<file path="config.mk">
export PLATFORM = sky130hd
export DESIGN_NAME = stream_input_rle_flat
export DESIGN_NICKNAME = d
export VERILOG_FILES = /design/src/rtl/stream_input_rle_pkg.sv /design/src/rtl/stream_input_rle_if.sv /design/src/rtl/stream_input_rle_zigzag_rom.sv /design/src/rtl/stream_input_rle.sv /design/src/flat_wrapper.sv
export SDC_FILE = /design/constraint.sdc
export NUM_CORES = 1
export LEC_CHECK = 0
export ABC_AREA = 1
export BUFFER_PORTS_ARGS = -buffer_cell sky130_fd_sc_hd__buf_2
export CORE_MARGIN = 5
export CORE_UTILIZATION = 61
export CTS_BUF_LIST = sky130_fd_sc_hd__clkbuf_16
export CTS_CLUSTER_DIAMETER = 150
export DETAILED_ROUTE_END_ITERATION = 12
export PLACE_DENSITY = 0.86
export SLEW_MARGIN = 20
export SYNTH_ARGS = -nofsm -noshare
export SYNTH_HDL_FRONTEND = slang
export SYNTH_HIERARCHICAL = 1
export SYNTH_SLANG_ARGS = --single-unit
</file>
<file path="constraint.sdc">
create_clock -name clk -period 4.6 [get_ports clk]
set_clock_uncertainty 0.2 [all_clocks]
set_input_delay 0.46 -clock clk [delete_from_list [all_inputs] [get_ports clk]]
set_output_delay 0.46 -clock clk [all_outputs]
set_load 0.05 [all_outputs]
</file>
<file path="src/rtl/stream_input_rle_pkg.sv">
// Shared MDEC definitions: block numbering, stream constants, beat metadata.
package stream_input_rle_pkg;

   typedef enum logic [2:0] {
      BLK_Y1 = 3'd0,
      BLK_Y2 = 3'd1,
      BLK_Y3 = 3'd2,
      BLK_Y4 = 3'd3,
      BLK_CR = 3'd4,
      BLK_CB = 3'd5,
      BLK_Y_ = 3'd7
   } mdec_blck_e;

   typedef enum logic {
      LOAD_DC,
      LOAD_OTHER
   } rle_state_e;

   localparam logic [15:0]  EOB_DEFAULT      = 16'hFE00;
   localparam int unsigned  DC_SCALE_DEFAULT = 8;

   // Everything an output beat carries besides the coefficient itself.
   typedef struct packed {
      logic       data_wrt;
      logic [5:0] scale;
      logic       is_dc;
      logic [5:0] index;
      logic [5:0] linear_index;
      logic       full_blk;
      mdec_blck_e block_num;
      logic       block_complete;
      logic       lock_pipe;
   } beat_meta_t;

   // First block of a macroblock for the given mode.
   function automatic mdec_blck_e blk_reload(input logic y_only);
      return y_only ? BLK_Y_ : BLK_CR;
   endfunction

   // Block that follows blk in the macroblock sequence.
   function automatic mdec_blck_e blk_advance(input mdec_blck_e blk, input logic y_only);
      mdec_blck_e nxt;
      if (y_only) begin
         nxt = BLK_Y_;
      end else begin
         case (blk)
            BLK_CR:  nxt = BLK_CB;
            BLK_CB:  nxt = BLK_Y1;
            BLK_Y1:  nxt = BLK_Y2;
            BLK_Y2:  nxt = BLK_Y3;
            BLK_Y3:  nxt = BLK_Y4;
            default: nxt = BLK_CR;
         endcase
      end
      return nxt;
   endfunction

endpackage

</file>
<file path="src/rtl/stream_input_rle_if.sv">
// Input word stream plus indexed-coefficient output stream of the RLE front-end.
interface stream_input_rle_if #(
   parameter int unsigned COEF_W = 10,
   parameter int unsigned RUN_W  = 6
);
   logic                    i_valid;
   logic                    o_ready;
   logic [RUN_W+COEF_W-1:0] i_data;
   logic                    i_YOnly;
   logic                    i_clrErr;
   logic                    o_valid;
   logic                    i_ready;
   logic                    o_dataWrt;
   logic [COEF_W-1:0]       o_dataOut;
   logic [5:0]              o_scale;
   logic                    o_isDC;
   logic [5:0]              o_index;
   logic [5:0]              o_linearIndex;
   logic                    o_fullBlockType;
   logic [2:0]              o_blockNum;
   logic                    o_blockComplete;
   logic                    o_lockPipe;
   logic                    o_err;

   modport slave (
      input  i_valid, i_data, i_YOnly, i_clrErr, i_ready,
      output o_ready, o_valid, o_dataWrt, o_dataOut, o_scale, o_isDC, o_index,
             o_linearIndex, o_fullBlockType, o_blockNum, o_blockComplete,
             o_lockPipe, o_err
   );

   modport master (
      output i_valid, i_data, i_YOnly, i_clrErr, i_ready,
      input  o_ready, o_valid, o_dataWrt, o_dataOut, o_scale, o_isDC, o_index,
             o_linearIndex, o_fullBlockType, o_blockNum, o_blockComplete,
             o_lockPipe, o_err
   );
endinterface

</file>
<file path="src/rtl/stream_input_rle_zigzag_rom.sv">
// Combinational map from zigzag scan position to raster (row*8+col) index.
module mdec_zigzag_rom (
   input  logic [5:0] i_lin,
   output logic [5:0] o_zz
);
   localparam logic [5:0] ZZ [64] = '{
       0,  1,  8, 16,  9,  2,  3, 10,
      17, 24, 32, 25, 18, 11,  4,  5,
      12, 19, 26, 33, 40, 48, 41, 34,
      27, 20, 13,  6,  7, 14, 21, 28,
      35, 42, 49, 56, 57, 50, 43, 36,
      29, 22, 15, 23, 30, 37, 44, 51,
      58, 59, 52, 45, 38, 31, 39, 46,
      53, 60, 61, 54, 47, 55, 62, 63
   };

   // Table lookup.
   always_comb begin
      o_zz = ZZ[i_lin];
   end
endmodule

</file>
<file path="src/rtl/stream_input_rle.sv">
// MDEC RLE stream front-end: parses run/coef words into indexed coefficient
// beats with a single registered output stage and valid/ready on both sides.
module stream_input_rle
   import stream_input_rle_pkg::*;
#(
   parameter int unsigned                 COEF_W   = 10,
   parameter int unsigned                 RUN_W    = 6,
   parameter logic [RUN_W+COEF_W-1:0]     EOB_CODE = (RUN_W+COEF_W)'(EOB_DEFAULT),
   parameter int unsigned                 DC_SCALE = DC_SCALE_DEFAULT
) (
   input  logic              clk,
   input  logic              i_rst,
   stream_input_rle_if.slave bus
);
   localparam int unsigned W          = RUN_W + COEF_W;
   localparam logic [5:0]  SCALE_DC   = 6'(DC_SCALE);
   localparam logic [5:0]  SCALE_FULL = 6'(2 * DC_SCALE);

   rle_state_e        state_q, state_d;
   logic [5:0]        idx_q, idx_d;
   logic [5:0]        scale_q, scale_d;
   logic              full_q, full_d;
   logic              mode_q, mode_d;
   mdec_blck_e        blk_q, blk_d;
   logic              err_q, err_d;
   logic              valid_q, valid_d;
   logic [COEF_W-1:0] coef_q, coef_d;
   beat_meta_t        meta_q, meta_d;

   logic [RUN_W-1:0]  run;
   logic [COEF_W-1:0] coef_in;
   logic              is_eob;
   logic              load_out;
   logic              accept;
   logic [6:0]        next_idx;
   logic [5:0]        zz_idx;
   logic              emit;
   logic              blk_close;
   logic              err_set;
   mdec_blck_e        dc_blk;

   // Field split and handshake qualifiers for the current input word.
   always_comb begin
      run      = bus.i_data[W-1:COEF_W];
      coef_in  = bus.i_data[COEF_W-1:0];
      is_eob   = (bus.i_data == EOB_CODE);
      load_out = !valid_q || bus.i_ready;
      accept   = bus.i_valid && load_out;
      next_idx = 7'(idx_q) + 7'd1 + 7'(run);
   end

   mdec_zigzag_rom u_zigzag (
      .i_lin (next_idx[5:0]),
      .o_zz  (zz_idx)
   );

   // FSM state register.
   always_ff @(posedge clk) begin
      if (i_rst) state_q <= LOAD_DC;
      else       state_q <= state_d;
   end

   // FSM next state: a block closes on EOB or when the index reaches/passes 63.
   always_comb begin
      state_d = state_q;
      if (accept) begin
         unique case (state_q)
            LOAD_DC:    if (!is_eob) state_d = LOAD_OTHER;
            LOAD_OTHER: if (is_eob || next_idx >= 7'd63) state_d = LOAD_DC;
            default:    state_d = LOAD_DC;
         endcase
      end
   end

   // Output beat and per-block context for the accepted word.
   always_comb begin
      idx_d     = idx_q;
      scale_d   = scale_q;
      full_d    = full_q;
      mode_d    = mode_q;
      blk_d     = blk_q;
      valid_d   = valid_q;
      coef_d    = coef_q;
      meta_d    = meta_q;
      dc_blk    = blk_q;
      emit      = 1'b0;
      blk_close = 1'b0;
      err_set   = 1'b0;
      if (accept) begin
         unique case (state_q)
            LOAD_DC: begin
               if (!is_eob) begin
                  // Mode is only honoured here; a change restarts the macroblock.
                  dc_blk = (bus.i_YOnly != mode_q) ? blk_reload(bus.i_YOnly) : blk_q;
                  emit                  = 1'b1;
                  coef_d                = coef_in;
                  meta_d.data_wrt       = 1'b1;
                  meta_d.scale          = (run == '0) ? SCALE_FULL : SCALE_DC;
                  meta_d.is_dc          = 1'b1;
                  meta_d.index          = '0;
                  meta_d.linear_index   = '0;
                  meta_d.full_blk       = (run == '0);
                  meta_d.block_num      = dc_blk;
                  meta_d.block_complete = 1'b0;
                  meta_d.lock_pipe      = 1'b0;
                  idx_d                 = '0;
                  scale_d               = 6'(run);
                  full_d                = (run == '0);
                  mode_d                = bus.i_YOnly;
                  blk_d                 = dc_blk;
               end
            end
            LOAD_OTHER: begin
               emit                  = 1'b1;
               coef_d                = '0;
               meta_d.data_wrt       = 1'b0;
               meta_d.scale          = full_q ? SCALE_FULL : scale_q;
               meta_d.is_dc          = 1'b0;
               meta_d.index          = idx_q;
               meta_d.linear_index   = idx_q;
               meta_d.full_blk       = full_q;
               meta_d.block_num      = blk_q;
               meta_d.block_complete = 1'b0;
               meta_d.lock_pipe      = 1'b0;
               if (is_eob) begin
                  blk_close = 1'b1;
               end else if (next_idx > 7'd63) begin
                  err_set   = 1'b1;
                  blk_close = 1'b1;
               end else begin
                  meta_d.data_wrt     = 1'b1;
                  coef_d              = coef_in;
                  meta_d.linear_index = next_idx[5:0];
                  meta_d.index        = full_q ? next_idx[5:0] : zz_idx;
                  idx_d               = next_idx[5:0];
                  blk_close           = (next_idx == 7'd63);
               end
               if (blk_close) begin
                  meta_d.block_complete = 1'b1;
                  meta_d.lock_pipe      = mode_q || (blk_q == BLK_Y4);
                  blk_d                 = blk_advance(blk_q, mode_q);
                  idx_d                 = '0;
               end
            end
            default: ;
         endcase
      end
      if (load_out) valid_d = emit;
      err_d = (err_q && !bus.i_clrErr) || err_set;
   end

   // Datapath and output registers.
   always_ff @(posedge clk) begin
      if (i_rst) begin
         idx_q   <= '0;
         scale_q <= '0;
         full_q  <= 1'b0;
         mode_q  <= bus.i_YOnly;
         blk_q   <= blk_reload(bus.i_YOnly);
         err_q   <= 1'b0;
         valid_q <= 1'b0;
         coef_q  <= '0;
         meta_q  <= '0;
      end else begin
         idx_q   <= idx_d;
         scale_q <= scale_d;
         full_q  <= full_d;
         mode_q  <= mode_d;
         blk_q   <= blk_d;
         err_q   <= err_d;
         valid_q <= valid_d;
         coef_q  <= coef_d;
         meta_q  <= meta_d;
      end
   end

   assign bus.o_ready         = load_out;
   assign bus.o_valid         = valid_q;
   assign bus.o_dataWrt       = meta_q.data_wrt;
   assign bus.o_dataOut       = coef_q;
   assign bus.o_scale         = meta_q.scale;
   assign bus.o_isDC          = meta_q.is_dc;
   assign bus.o_index         = meta_q.index;
   assign bus.o_linearIndex   = meta_q.linear_index;
   assign bus.o_fullBlockType = meta_q.full_blk;
   assign bus.o_blockNum      = meta_q.block_num;
   assign bus.o_blockComplete = meta_q.block_complete;
   assign bus.o_lockPipe      = meta_q.lock_pipe;
   assign bus.o_err           = err_q;

endmodule

</file>
<file path="src/flat_wrapper.sv">
// flat-port wrapper written by rule: the top's interface ports become plain ports
module stream_input_rle_flat import stream_input_rle_pkg::*;
#(
   parameter int unsigned                 COEF_W   = 10,
   parameter int unsigned                 RUN_W    = 6,
   parameter logic [RUN_W+COEF_W-1:0]     EOB_CODE = (RUN_W+COEF_W)'(EOB_DEFAULT),
   parameter int unsigned                 DC_SCALE = DC_SCALE_DEFAULT
)
  (clk, i_rst, bus_i_valid, bus_i_data, bus_i_YOnly, bus_i_clrErr, bus_i_ready, bus_o_ready, bus_o_valid, bus_o_dataWrt, bus_o_dataOut, bus_o_scale, bus_o_isDC, bus_o_index, bus_o_linearIndex, bus_o_fullBlockType, bus_o_blockNum, bus_o_blockComplete, bus_o_lockPipe, bus_o_err);
  stream_input_rle_if #(.COEF_W(COEF_W), .RUN_W(RUN_W)) bus_i ();
  input  logic clk;
  input  logic i_rst;
  input wire logic [$bits(bus_i.i_valid)-1:0] bus_i_valid;
  input wire logic [$bits(bus_i.i_data)-1:0] bus_i_data;
  input wire logic [$bits(bus_i.i_YOnly)-1:0] bus_i_YOnly;
  input wire logic [$bits(bus_i.i_clrErr)-1:0] bus_i_clrErr;
  input wire logic [$bits(bus_i.i_ready)-1:0] bus_i_ready;
  output wire logic [$bits(bus_i.o_ready)-1:0] bus_o_ready;
  output wire logic [$bits(bus_i.o_valid)-1:0] bus_o_valid;
  output wire logic [$bits(bus_i.o_dataWrt)-1:0] bus_o_dataWrt;
  output wire logic [$bits(bus_i.o_dataOut)-1:0] bus_o_dataOut;
  output wire logic [$bits(bus_i.o_scale)-1:0] bus_o_scale;
  output wire logic [$bits(bus_i.o_isDC)-1:0] bus_o_isDC;
  output wire logic [$bits(bus_i.o_index)-1:0] bus_o_index;
  output wire logic [$bits(bus_i.o_linearIndex)-1:0] bus_o_linearIndex;
  output wire logic [$bits(bus_i.o_fullBlockType)-1:0] bus_o_fullBlockType;
  output wire logic [$bits(bus_i.o_blockNum)-1:0] bus_o_blockNum;
  output wire logic [$bits(bus_i.o_blockComplete)-1:0] bus_o_blockComplete;
  output wire logic [$bits(bus_i.o_lockPipe)-1:0] bus_o_lockPipe;
  output wire logic [$bits(bus_i.o_err)-1:0] bus_o_err;
  assign bus_i.i_valid = bus_i_valid;
  assign bus_i.i_data = bus_i_data;
  assign bus_i.i_YOnly = bus_i_YOnly;
  assign bus_i.i_clrErr = bus_i_clrErr;
  assign bus_i.i_ready = bus_i_ready;
  assign bus_o_ready = bus_i.o_ready;
  assign bus_o_valid = bus_i.o_valid;
  assign bus_o_dataWrt = bus_i.o_dataWrt;
  assign bus_o_dataOut = bus_i.o_dataOut;
  assign bus_o_scale = bus_i.o_scale;
  assign bus_o_isDC = bus_i.o_isDC;
  assign bus_o_index = bus_i.o_index;
  assign bus_o_linearIndex = bus_i.o_linearIndex;
  assign bus_o_fullBlockType = bus_i.o_fullBlockType;
  assign bus_o_blockNum = bus_i.o_blockNum;
  assign bus_o_blockComplete = bus_i.o_blockComplete;
  assign bus_o_lockPipe = bus_i.o_lockPipe;
  assign bus_o_err = bus_i.o_err;
  stream_input_rle #(.COEF_W(COEF_W), .RUN_W(RUN_W), .EOB_CODE(EOB_CODE), .DC_SCALE(DC_SCALE)) u_core (.clk(clk), .i_rst(i_rst), .bus(bus_i));
endmodule
</file>
# Yosys cells after proc, flatten, opt, wreduce, memory -nomap -nowiden
# Memory sizes are Yosys's and may differ from the RTL's.
# Index checks and enable logic that the tools add are counted.
# totals
ff_bits	56
mem_bits_ro	384
in_bits	22
out_inout_bits	39
elab_cells	105
n_memories	1
# mem_list
name	words	word_bits	read_ports	rd_clocked_by_memory_dff	wr	line_no	rtl
(no name shown)	64	6	1	0	0	stream_input_rle_zigzag_rom.sv:19	o_zz = ZZ[i_lin];
# classes
addsub	2
magnitude_cmp	3
n_eq_ne	15
mux	47
n_bitwise	3
n_reduce_logical	16
# op_table
op	n
26-bit one-hot mux with 2 select lines	1
6-bit 2-to-1 mux	8
10-bit 2-to-1 mux	3
26-bit 2-to-1 mux	1
12-bit 2-to-1 mux	2
10-bit one-hot mux with 2 select lines	1
3-bit 2-to-1 mux	6
1-bit 2-to-1 mux	17
16-bit equality test (second input constant)	1
3-bit one-hot mux with 5 select lines	1
3-bit inequality test (second input constant)	4
6-bit one-hot mux with 2 select lines	1
3-bit AND reduction	3
6-bit by 1-bit adder with 7-bit output (second input constant)	1
7-bit by 6-bit adder with 7-bit output	1
7-bit by 6-bit equality test with 1-bit output (second input constant)	1
7-bit by 6-bit greater-or-equal comparator with 1-bit output (second input constant)	1
7-bit greater-or-equal comparator (second input constant)	1
7-bit by 6-bit greater-than comparator with 1-bit output (second input constant)	1
6-bit inverter with 7-bit output	1
3-bit by 2-bit equality test with 1-bit output (second input constant)	2
3-bit equality test (second input constant)	2
6-bit logical NOT	1
2-bit inequality test (second input constant)	3
other kinds (14)	22

# Longest topological paths before layout
# Gate-level depths: netlist of the first run.
# depth
word_depth	11
depth_mapped	21
ltp_nobuf	20

# Modules after synthesis
# Netlist of the first run, hierarchy kept.
# by_module_without_submodules
mod	n_inst	cells_per_inst	area_each_um2	seq_area_each_um2
stream_input_rle	1	404	3000.4	1161.1
mdec_zigzag_rom	1	136	715.7	0.0

# Worst setup path after synthesis of the first run
# Ideal clock, no wire load.
# synth_path
path_kind	input-to-reg
start	input bus_i_data[10]
end	register u_core.meta_q, in the netlist u_core/bus.o_index[3]
setup_ns	0.119
arrival_time_ns	2.631
required_ns	4.281
setup_slack_ns	1.650
path_stages	20
path_cell_list	inv_1 > ha_1 > fa_1 > nand2_1 > nand2_1 > inv_1 > inv_2 > buf_2 > ha_1 > or2_2 > nand2_1 > nand2_1 > nor2_1 > nor2_1 > nand2_1 > o21ai_0 > nand2_1 > nand2_1 > nand2_1 > a21oi_1
# synth_between
elab_chain_len	9
elab_cells_between_ends	13
# synth_rtl
item	line_no	rtl
start: declaration	flat_wrapper.sv:14	input wire logic [$bits(bus_i.i_data)-1:0] bus_i_data;
7-bit by 6-bit adder with 7-bit output	stream_input_rle.sv:49	next_idx = 7'(idx_q) + 7'd1 + 7'(run);
net u_core.next_idx[2]	stream_input_rle.sv:35	logic [6:0] next_idx;
6-bit inverter with 7-bit output (implied by the code)	stream_input_rle_zigzag_rom.sv:19	
memory read 64 x 6 bit	n/a	
6-bit 2-to-1 mux (implied by the code) (2 in a row)	stream_input_rle_zigzag_rom.sv:19	
net u_core.zz_idx[3]	stream_input_rle.sv:36	logic [5:0] zz_idx;
6-bit 2-to-1 mux	stream_input_rle.sv:134	meta_d.index = full_q ? next_idx[5:0] : zz_idx;
12-bit 2-to-1 mux	stream_input_rle.sv:127	end else if (next_idx > 7'd63) begin
12-bit 2-to-1 mux	stream_input_rle.sv:125	if (is_eob) begin
26-bit one-hot mux with 2 select lines	stream_input_rle.sv:90	unique case (state_q)
end signal: assignment	stream_input_rle.sv:173	meta_q <= meta_d;
end: declaration	stream_input_rle.sv:28	beat_meta_t meta_q, meta_d;
# The timed path passes the listed nets, and every way through them passes these cells. The select of a mux whose other input is x is not followed.
# A chain may end at the register's enable or synchronous reset.

# Worst setup path in the final report of the first run
# layout_path
start	register u_core.idx_q[0]
end	register u_core.meta_q, in the netlist u_core/bus.o_index[3]
# layout_between
elab_chain_len	10
elab_cells_between_ends	11
# layout_rtl
item	line_no	rtl
start: declaration	stream_input_rle.sv:20	logic [5:0] idx_q, idx_d;
start signal: assignment	stream_input_rle.sv:165	idx_q <= idx_d;
6-bit by 1-bit adder with 7-bit output	stream_input_rle.sv:49	
7-bit by 6-bit adder with 7-bit output	stream_input_rle.sv:49	
net u_core.next_idx[2]	stream_input_rle.sv:35	
6-bit inverter with 7-bit output (implied by the code)	stream_input_rle_zigzag_rom.sv:19	
memory read 64 x 6 bit	n/a	
6-bit 2-to-1 mux (implied by the code) (2 in a row)	stream_input_rle_zigzag_rom.sv:19	
net u_core.zz_idx[3]	stream_input_rle.sv:36	
6-bit 2-to-1 mux	stream_input_rle.sv:134	
12-bit 2-to-1 mux	stream_input_rle.sv:127	
12-bit 2-to-1 mux	stream_input_rle.sv:125	
26-bit one-hot mux with 2 select lines	stream_input_rle.sv:90	
# The timed path passes the listed nets, and every way through them passes these cells. The select of a mux whose other input is x is not followed.

==> results of run 1 <==
-- sequential cells by signal, indices dropped and copies added (netlist names), 3 cells and up --
register and flops:
u_core/bus.o_scale 6, u_core/bus.o_index 6, u_core/scale_q 6, u_core/bus.o_blockNum 3, u_core/blk_q 3, u_core/idx_q 6, u_core/bus.o_dataOut 10, u_core/bus.o_linearIndex 6
-- routing by layer --
layer  track usage [%]  vias to the layer above
li1                  -                     1869
met1              33.4                     1725
met2              41.6                      172
met3              3.76                       19
met4              7.28                        0
met5                 0                        -
-- critical path: cells and delay by family, from the launching register on --
kind	cells	cell delay, ps
AO/OA/AOI/OAI	2	140
adder cells (fa/ha/maj)	3	820
buffers and inverters	3	760
flip-flops	1	370
AND/OR/NAND/NOR	11	960
-- Yosys cell counts (all sizes together) --
library cell / number / area [µm²]
fa: 1 / 20.0
edfxtp: 4 / 120
a21o: 1 / 7.51
inv: 45 / 179
nand3: 44 / 225
clkbuf: 5 / 18.8
o211ai: 7 / 52.6
o21bai: 1 / 7.51
ha: 19 / 238
nand2: 177 / 726
and2: 1 / 6.26
o21ai: 33 / 188
nand4: 13 / 81.3
nand3b: 1 / 7.51
dfxtp: 52 / 1040
a22oi: 1 / 7.51
o21a: 2 / 15.0
buf: 16 / 161
o31ai: 1 / 7.51
clkinv: 3 / 12.5
nor2: 47 / 205
a31oi: 2 / 12.5
o22ai: 1 / 6.26
a21oi: 59 / 344
or2: 3 / 21.3
nor3: 1 / 5.00
-- logic make-up after synthesis --
| logic type | Yosys count | synth area share, % |
|---|---|---|
| DFF | 56 | 31.2 |
| buffers and inverters | 69 | 10.0 |
| AOI/OAI and AO/OA | 108 | 17.4 |
| adders and majority gates | 20 | 6.94 |
| and+or+nand+nor | 287 | 34.4 |
-- through the flow --
step / worst slack (ps) / hold WS [ps] / total power [µW] / area [µm²]
2_1_floorplan: 1650 / 241 / 1020 / 3720
3_3_place_gp: 973 / 250 / 1130 / 3930
3_5_place_dp: 940 / 254 / 1130 / 3930
4_1_cts: 1200 / 191 / 1510 / 4080
5_1_grt: 862 / 205 / 1610 / 4080
6_report: 1180 / 202 / 1520 / 4080
-- worst max path at each step --
| stage | start | to | slack (ps) | cells after the start |
|---|---|---|---|---|
| after floorplan | bus_i_data[10] | u_core/bus.o_index[3] | 1650 | 20 |
| after global placement | bus_i_data[10] | u_core/bus.o_index[3] | 970 | 20 |
| after detailed placement | bus_i_data[10] | u_core/bus.o_index[3] | 940 | 20 |
| after CTS | u_core/idx_q[0] | u_core/bus.o_index[3] | 1200 | 19 |
| after global routing | u_core/idx_q[0] | u_core/bus.o_index[3] | 860 | 19 |
| final | u_core/idx_q[0] | u_core/bus.o_index[3] | 1180 | 19 |
-- power breakdown --
group	internal [µW]	switching (µW)	leakage [µW]
Sequential	524	23.9	0.000466
Clock	206	182	0.0000708
Combinational	172	411	0.00143
Total	903	616	0.00197
-- final cells by class --
class                           instances  share of cell area (%)
Clock inverter                          3                   0.613
Tap cell                               75                    2.30
Inverter                               48                    4.69
Sequential cell                        56                    28.5
Clock buffer                            5                    3.07
Multi-Input combinational cell        415                    53.5
Timing Repair Buffer                   60                    7.36
==> results.py, run 1 <==
metrics = {
    "cts": {
        "cts_tree": "done",
        "cts_max_level": 2,
        "cts.clk_slew.worst_paths_ps": 70,
        "worst_skew_pair.late_latency_ps": 290,
        "cts_setup_buffers": 0,
        "root_buffer": "clkbuf_16",
        "cts-resized-gates": 0,
        "cts_buffers": 5,
        "cts_sinks": 56,
        "clock_path_buffers": 2,
        "hold_buffers": 0,
    },
    "routing": {
        "routed_via_density": 5.72,
        "met2_length_um": 4520,
        "ant_nets": 0,
        "wl_per_cell_um": 14.5,
        "routed.top_layer": "met4",
        "met1_length_um": 4200,
        "first_iter_violations": 349,
        "vias": 3785,
        "drc": 0,
        "wl_um": 9630,
        "firstDrtPassIters": 5,
        "routed-wl-met3_um": 755,
    },
    "power": {
        "vdd.ir_drop.worst_mv": 0.256,
        "power.density_mw_per_mm2": 372,
        "p_leak_uw": 0.00197,
    },
    "floorplanning": {
        "die_area_mm2": 0.00775,
        "dieWidth_um": 88.1,
        "dieHeight_um": 88.1,
        "core_mm2": 0.00592,
        "initial_utilization_pct": 62.8,
        "rows": 28,
        "ioPinCount": 61,
    },
    "timing": {
        "fmax_mhz": 292,
        "period_share_pct": 74.4,
        "tightest_slew_ps": 970,
        "post-route-min-period_ps": 3420,
        "rsz0062_at_grt": "no",
        "finalSetupTns_ps": 0,
        "slew_headroom_pct": 35.1,
        "slew_viol_final": 0,
        "setup_violations": 0,
        "final_hold_viol_count": 0,
    },
    "critical_path": {
        "crit_type": "flop to flop",
        "cp-end-kind": "flop",
        "path_max_fanout": 19,
        "path_cells": "inv_1 -> ha_1 -> fa_1 -> nand2_1 -> nand2_1 -> inv_1 -> inv_2 -> ha_1 -> or2_2 -> nand2_1 -> nand2_1 -> nor2_1 -> nor2_1 -> nand2_1 -> o21ai_0 -> nand2_1 -> nand2_1 -> nand2_1 -> a21oi_1",
        "r2r_cells": 19,
        "cp_common_cell": "nand2_1",
        "r2r-end": "u_core/bus.o_index[3]",
        "slowest_stage": "inv_1",
        "r2r_start": "u_core/idx_q[0]",
        "worstPathRequired_ps": 4550,
        "cpPeakStageDelay_ps": 450,
        "reg2reg_slack_ps": 1180,
        "cp.arrival_ps": 3370,
        "start_kind": "flop",
    },
    "final_layout": {
        "antennaDiodeCount": 0,
        "nets": 628,
        "final_cell_mix": "nand2_1 (164), buf_2 (60), dfxtp_1 (52), a21oi_1 (48), nand3_1 (43)",
        "instances_no_fill": 662,
        "drive_gt1_share_pct": 20.3,
        "multiInputGateArea_mm2": 0.00218,
        "final_common_cell": "nand2_1",
        "final_util_pct": 68.9,
        "regArea_mm2": 0.00116,
        "fill_cells": 522,
        "area_growth_pct": 9.80,
    },
    "logic_synthesis": {
        "ys_seq_area_share_pct": 31.2,
        "synth_nets": 582,
        "netlist_area_mm2": 0.00372,
        "yosysWarnings": 6,
        "synth_seq_cells": 56,
        "synth_cell_types": 46,
        "avgSynthCellArea_um2": 6.88,
        "netlist_instances": 540,
    },
    "grt": {
        "grt_pass1_vias": 3430,
        "grt_use_total_pct": 24.9,
        "grt_max_degree": 38,
        "antenna_found_initial": 0,
        "grt.overflow.total": 0,
        "grt_pass1_wl_um": 15600,
    },
    "placement": {
        "globalplace.congestion": 0.957,
        "hpwl_um": 6960,
        "portBuffers": 60,
        "placedCellCount": 654,
    },
    "min_path": {
        "hp-class": "input port to flop",
        "min_path_cells": 1,
        "whs_endpoint": "u_core/mode_q",
        "hp-start": "bus_i_YOnly",
    },
    "flow_run": {
        "max-cap-violations": 0,
    },
    "outcome": {
        "run_status": "finished clean",
    },
}
Power figures use the tool's default switching activity.
==> run 2, diff against run 1 <==
--- a/config.mk
+++ b/config.mk
@@ -5,14 +5,14 @@
 export SDC_FILE = /design/constraint.sdc
 export NUM_CORES = 1
 export LEC_CHECK = 0
-export ABC_AREA = 1
+export ABC_AREA = 0
 export BUFFER_PORTS_ARGS = -buffer_cell sky130_fd_sc_hd__buf_2
 export CORE_MARGIN = 5
-export CORE_UTILIZATION = 61
+export CORE_UTILIZATION = 51
 export CTS_BUF_LIST = sky130_fd_sc_hd__clkbuf_16
 export CTS_CLUSTER_DIAMETER = 150
 export DETAILED_ROUTE_END_ITERATION = 12
-export PLACE_DENSITY = 0.86
+export PLACE_DENSITY = 0.78
 export SLEW_MARGIN = 20
 export SYNTH_ARGS = -nofsm -noshare
 export SYNTH_HDL_FRONTEND = slang
==> constraint.sdc (replaced) <==
create_clock -name clk -period 3 [get_ports clk]
set_clock_uncertainty 0.2 [all_clocks]
set_input_delay 0.3 -clock clk [delete_from_list [all_inputs] [get_ports clk]]
set_output_delay 0.3 -clock clk [all_outputs]
set_load 0.05 [all_outputs]
==> results.py, run 2 <==
metrics = {
    "routing": {
        "ant_nets": 0,
        "wl_um": 10300,
        "drc": 0,
        "wl_per_cell_um": 18.8,
        "first_iter_violations": 211,
        "vias": 3419,
        "routed_via_density": 6.24,
        "firstDrtPassIters": 5,
    },
    "timing": {
        "setup_violations": 0,
        "slew_viol_final": 0,
        "fmax_mhz": 344,
        "finalSetupTns_ps": 0,
        "slew_headroom_pct": 36.8,
        "final_hold_viol_count": 0,
        "period_share_pct": 97.0,
        "tightest_slew_ps": 944,
        "post-route-min-period_ps": 2910,
    },
    "final_layout": {
        "regArea_mm2": 0.00116,
        "area_growth_pct": 27.6,
        "antennaDiodeCount": 0,
        "drive_gt1_share_pct": 33.3,
        "largest_register_ff_count": 10,
        "final_cell_mix": "buf_2 (60), dfxtp_1 (51), nor2_1 (44), buf_4 (39), nand2_1 (22)",
        "final_area_mm2": 0.00436,
        "nets": 512,
        "multiInputGateArea_mm2": 0.00223,
        "fill_cells": 516,
        "final_common_cell": "buf_2",
    },
    "critical_path": {
        "path_cells": "inv_1 -> ha_4 -> fa_2 -> buf_4 -> xnor2_4 -> buf_4 -> buf_4 -> or2b_1 -> buf_4 -> a32o_1 -> a21oi_1 -> nor2b_1 -> a211oi_1 -> o2bb2ai_1",
        "cp-end-kind": "flop",
        "cpPeakStageDelay_ps": 350,
        "start_kind": "flop",
        "crit_path_start": "u_core/idx_q[0]",
        "cp.arrival_ps": 2930,
        "worstPathRequired_ps": 3020,
        "crit_type": "flop to flop",
        "path_max_fanout": 7,
        "r2r_start": "u_core/idx_q[0]",
        "slowest_stage": "fa_2",
        "cp_common_cell": "buf_4",
    },
    "logic_synthesis": {
        "netlist_area_mm2": 0.00342,
        "synth-edff-count": 4,
        "synth.area.top_cells": "dfxtp_1 (30%), ha_1 (7.0%), nor2_1 (5.1%)",
        "synth_cell_types": 71,
        "synth_nets": 426,
        "synthFlopType": "dfxtp_1",
        "yosysWarnings": 6,
        "synth_most_common_cell": "dfxtp_1",
        "ys_seq_area_share_pct": 34.0,
        "avgSynthCellArea_um2": 8.90,
        "synth_top_area_cell": "dfxtp_1",
        "synth_seq_cells": 56,
        "netlist_instances": 384,
        "synthArstFlopShare_pct": 0,
        "synth_top_area_share_pct": 30.5,
        "synth_common_cells": "dfxtp_1 (52), nor2_1 (46), nand2_1 (22)",
    },
    "grt": {
        "grt.overflow.total": 0,
        "grt_use_total_pct": 23.0,
        "antenna_found_initial": 0,
        "grt_pass1_wl_um": 16000,
        "grt_pass1_vias": 3234,
        "grt_max_degree": 37,
    },
    "floorplanning": {
        "rows": 29,
        "dieWidth_um": 91.9,
        "die_area_mm2": 0.00844,
        "ioPinCount": 61,
        "initial_utilization_pct": 53.2,
        "core_mm2": 0.00642,
        "dieHeight_um": 91.9,
    },
    "cts": {
        "cts_max_level": 2,
        "cts.clk_slew.worst_paths_ps": 70,
        "cts_buffers": 5,
        "cts_sinks": 56,
        "root_buffer": "clkbuf_16",
        "clock_path_buffers": 2,
        "worst_skew_pair.late_latency_ps": 290,
        "cts_tree": "done",
    },
    "placement": {
        "hpwl_um": 7270,
        "portBuffers": 60,
        "post_dp_cell_area_mm2": 0.00403,
        "globalplace.congestion": 0.954,
    },
    "flow_run": {
        "max-cap-violations": 0,
    },
    "power": {
        "power.density_mw_per_mm2": 543,
        "p_leak_uw": 0.00190,
        "vdd.ir_drop.worst_mv": 0.446,
    },
    "min_path": {
        "hp-start": "bus_i_data[8]",
        "hp-class": "input port to flop",
    },
    "outcome": {
        "run_status": "finished clean",
    },
}
-- run 2: cell type report --
type                            instances  share of cell area [%]
Clock inverter                          3                   0.402
Clock buffer                            5                    2.87
Multi-Input combinational cell        287                    51.2
Tap cell                               77                    2.21
Inverter                               17                    1.46
Sequential cell                        56                    26.7
Timing Repair Buffer                  103                    15.2
-- run 2: where the power goes --
group / switching [µW] / internal [µW]
clock: 270 / 309
combinational: 560 / 398
sequential: 35.9 / 796
-- run 2: routing by layer --
layer / wire, µm / up-vias / part of all wire (%) / track usage [%]
met5: 0 / - / 0 / 0
met4: 164 / 0 / 1.6 / 6.19
met3: 681 / 16 / 6.6 / 3.76
met2: 4820 / 133 / 47 / 37.7
met1: 4640 / 1668 / 45 / 31.4
li1: - / 1602 / - / -
-- run 2: cell families after synthesis --
family                     Yosys count  synth area share, %
AOI/OAI and AO/OA                  122                 27.1
xor gates and xnor gates             7                 1.79
adders and majority gates           21                 7.83
buffers and inverters               41                 6.15
DFF                                 56                 34.0
muxes                               18                 5.34
and+or+nand+nor                    119                 17.8
-- run 2: stage by stage --
| stage | worst slack, ps | total power [µW] | instances | utilization [%] | hold WS [ps] |
|---|---|---|---|---|---|
| 3_3_place_gp | -64.2 | 1680 | 536 | 62.7 | 240 |
| 5_1_grt | -25.8 | 2480 | 548 | 67.9 | 90.2 |
| 2_1_floorplan | 9.07 | 1440 | 384 | - | 199 |
| 4_1_cts | 12.9 | 2280 | 544 | 65.1 | 69.9 |
| 6_report | 91.0 | 2370 | 548 | 67.9 | 67.9 |
| 3_5_place_dp | -188 | 1700 | 536 | 62.7 | 244 |
-- run 2: path summary, 6_finish.rpt --
kind | endpoint | slack, ps | cells after the start
max | u_core/bus.o_index[5] | 90 | 14
min | u_core/bus.o_dataOut[8] | 70 | 3
max reg2reg | u_core/bus.o_index[5] | 90 | 14
min reg2reg | u_core/bus.o_scale[5] | 250 | 2
-- run 2: worst max-delay path: cells and delay by family, from the launching register on --
family                     cells  cell delay [ps]
AOI/OAI and AO/OA              4              570
xor gates and xnor gates       1              130
adders and majority gates      2              520
buffers and inverters          5              690
DFF                            1              320
and+or+nand+nor                2              400
-- run 2: timing repair --
| item | in CTS | in global routing |
|---|---|---|
| buffers inserted | 0 | 3 |
| gates cloned | 0 | 1 |
| resized for setup | 3 | 26 |
| endpoints found under the setup margin | 3 | 6 |
| hold buffers | 0 | 0 |
| pin swaps | 1 | 8 |
==> run 3, diff against run 2 <==
--- a/config.mk
+++ b/config.mk
@@ -12,7 +12,8 @@
 export CTS_BUF_LIST = sky130_fd_sc_hd__clkbuf_16
 export CTS_CLUSTER_DIAMETER = 150
 export DETAILED_ROUTE_END_ITERATION = 12
-export PLACE_DENSITY = 0.78
+export PLACE_DENSITY_LB_ADDON = 0.1
+export REMOVE_ABC_BUFFERS = 1
 export SLEW_MARGIN = 20
 export SYNTH_ARGS = -nofsm -noshare
 export SYNTH_HDL_FRONTEND = slang
==> results.py, run 3 (synthesis gave the netlist of run 2 again) <==
metrics = {
    "cts": {
        "cts_buffers": 5,
        "worst_skew_pair.late_latency_ps": 290,
        "hold_buffers": 0,
        "cts_sinks": 56,
        "clock_path_buffers": 2,
        "cts.clk_slew.worst_paths_ps": 70,
        "root_buffer": "clkbuf_16",
        "cts_max_level": 2,
        "cts_tree": "done",
    },
    "critical_path": {
        "worstPathRequired_ps": 2990,
        "path_max_fanout": 4,
        "cp.arrival_ps": 2890,
        "start_kind": "flop",
        "r2r_cells": 13,
        "crit_type": "flop to flop",
        "cp-end-kind": "flop",
    },
    "timing": {
        "worst_slack_ps": 95.0,
        "fmax_mhz": 344,
        "tightest_slew_ps": 990,
        "rsz0062_at_grt": "yes",
        "final_hold_viol_count": 0,
        "slew_headroom_pct": 33.8,
        "period_share_pct": 96.8,
        "slew_viol_final": 0,
        "worst_hold_slack_ps": 73.9,
        "setup_violations": 0,
        "post-route-min-period_ps": 2900,
    },
    "outcome": {
        "run_status": "finished clean",
    },
    "floorplanning": {
        "dieWidth_um": 91.9,
        "core_mm2": 0.00642,
        "rows": 29,
        "initial_utilization_pct": 53.2,
        "dieHeight_um": 91.9,
        "die_area_mm2": 0.00844,
        "ioPinCount": 61,
    },
    "power": {
        "power.density_mw_per_mm2": 557,
        "p_leak_uw": 0.00194,
        "vdd.ir_drop.worst_mv": 0.364,
        "power_uw": 2460,
    },
    "final_layout": {
        "final_area_mm2": 0.00441,
        "largest_register_ff_count": 10,
        "antennaDiodeCount": 0,
        "fill_cells": 530,
        "area_growth_pct": 29.1,
        "instances_no_fill": 554,
        "final_common_cell": "buf_2",
        "nets": 518,
        "final_cell_mix": "buf_2 (60), dfxtp_1 (51), nor2_1 (45), buf_4 (41), nand2_1 (22)",
        "drive_gt1_share_pct": 34.6,
    },
    "routing": {
        "wl_um": 9810,
        "first_iter_violations": 182,
        "routed_via_density": 6.01,
        "ant_nets": 0,
        "met1_length_um": 4650,
        "wl_per_cell_um": 17.7,
        "drc": 0,
        "met2_length_um": 4490,
        "routed-wl-met3_um": 584,
        "routed.top_layer": "met4",
        "firstDrtPassIters": 5,
        "vias": 3329,
    },
    "grt": {
        "grt_pass1_vias": 3082,
        "grt_max_degree": 23,
        "antenna_found_initial": 0,
        "grt_pass1_wl_um": 15500,
        "grt.overflow.total": 0,
        "grt_use_total_pct": 22.4,
    },
    "placement": {
        "post_dp_cell_area_mm2": 0.00404,
        "dp_slack_ps": -117,
        "portBuffers": 60,
        "placedCellCount": 544,
        "globalplace.congestion": 0.952,
        "hpwl_um": 7110,
    },
    "min_path": {
        "hp-class": "input port to flop",
        "min_path_cells": 3,
    },
    "flow_run": {
        "max-cap-violations": 0,
    },
}
==> run 3: cell types whose count changed in the layout (fill, tap and decap cells not counted), moves of 2 or more <==
cell      previous run  this run
inv_2                2         4
buf_6                2         7
a211oi_1             7         4
a21oi_2              2         4
a211oi_2             2         5
inv_1               16        13
buf_4               39        41
==> run 3: stage by stage <==
step | setup TNS, ps | util (%)
2_1_floorplan | -11930 | -
3_3_place_gp | -323 | 62.8
3_5_place_dp | -499 | 62.8
4_1_cts | -23.3 | 65.7
5_1_grt | -132 | 68.7
6_report | 0 | 68.7
==> run 3: final timing paths <==
| check | start | slack [ps] | endpoint |
|---|---|---|---|
| worst min-delay path | bus_i_data[4] | 70 | u_core/bus.o_dataOut[4] |
| worst min register to register | u_core/bus.o_fullBlockType | 250 | u_core/bus.o_fullBlockType |
| worst max register to register | u_core/idx_q[1] | 100 | u_core/bus.o_index[5] |
| worst max-delay path | u_core/idx_q[1] | 100 | u_core/bus.o_index[5] |
==> run 3: final cells by class <==
type,instances,area [µm²],area share [%]
Multi-Input combinational cell,287,2220,50.3
Sequential cell,56,1160,26.3
Timing Repair Buffer,109,702,15.9
Clock buffer,5,125,2.83
Tap cell,77,96.3,2.18
Inverter,17,66.3,1.50
Clock inverter,3,42.5,0.964
==> run 3: metal layers <==
metal | global-route usage (%) | vias up
met5 | 0 | -
met4 | 4.70 | 0
met3 | 4.75 | 8
met2 | 35.2 | 104
met1 | 31.8 | 1604
li1 | - | 1613
==> run 3: report_power, final <==
group	internal, µW	switching [µW]
registers	796	33.1
clock network	395	282
logic	401	552
total	1590	867
==> run 3: critical path: stages, from the launching register on <==
cell	delay, ps
dfxtp_1	330
buf_4	140
ha_1	260
nor2b_2	160
o22ai_2	110
xnor2_2	260
buf_4	180
and2b_2	250
o21a_1	120
a311oi_1	220
a21oi_1	100
nor2b_1	160
a211oi_2	230
o2bb2ai_1	90
==> run 3: repair_timing <==
action | 4_1_cts | 5_1_grt
pin swaps | 4 | 14
setup buffers | 0 | 2
endpoints found under the setup margin | 7 | 9
gates resized for setup | 7 | 38
gates cloned | 0 | 0
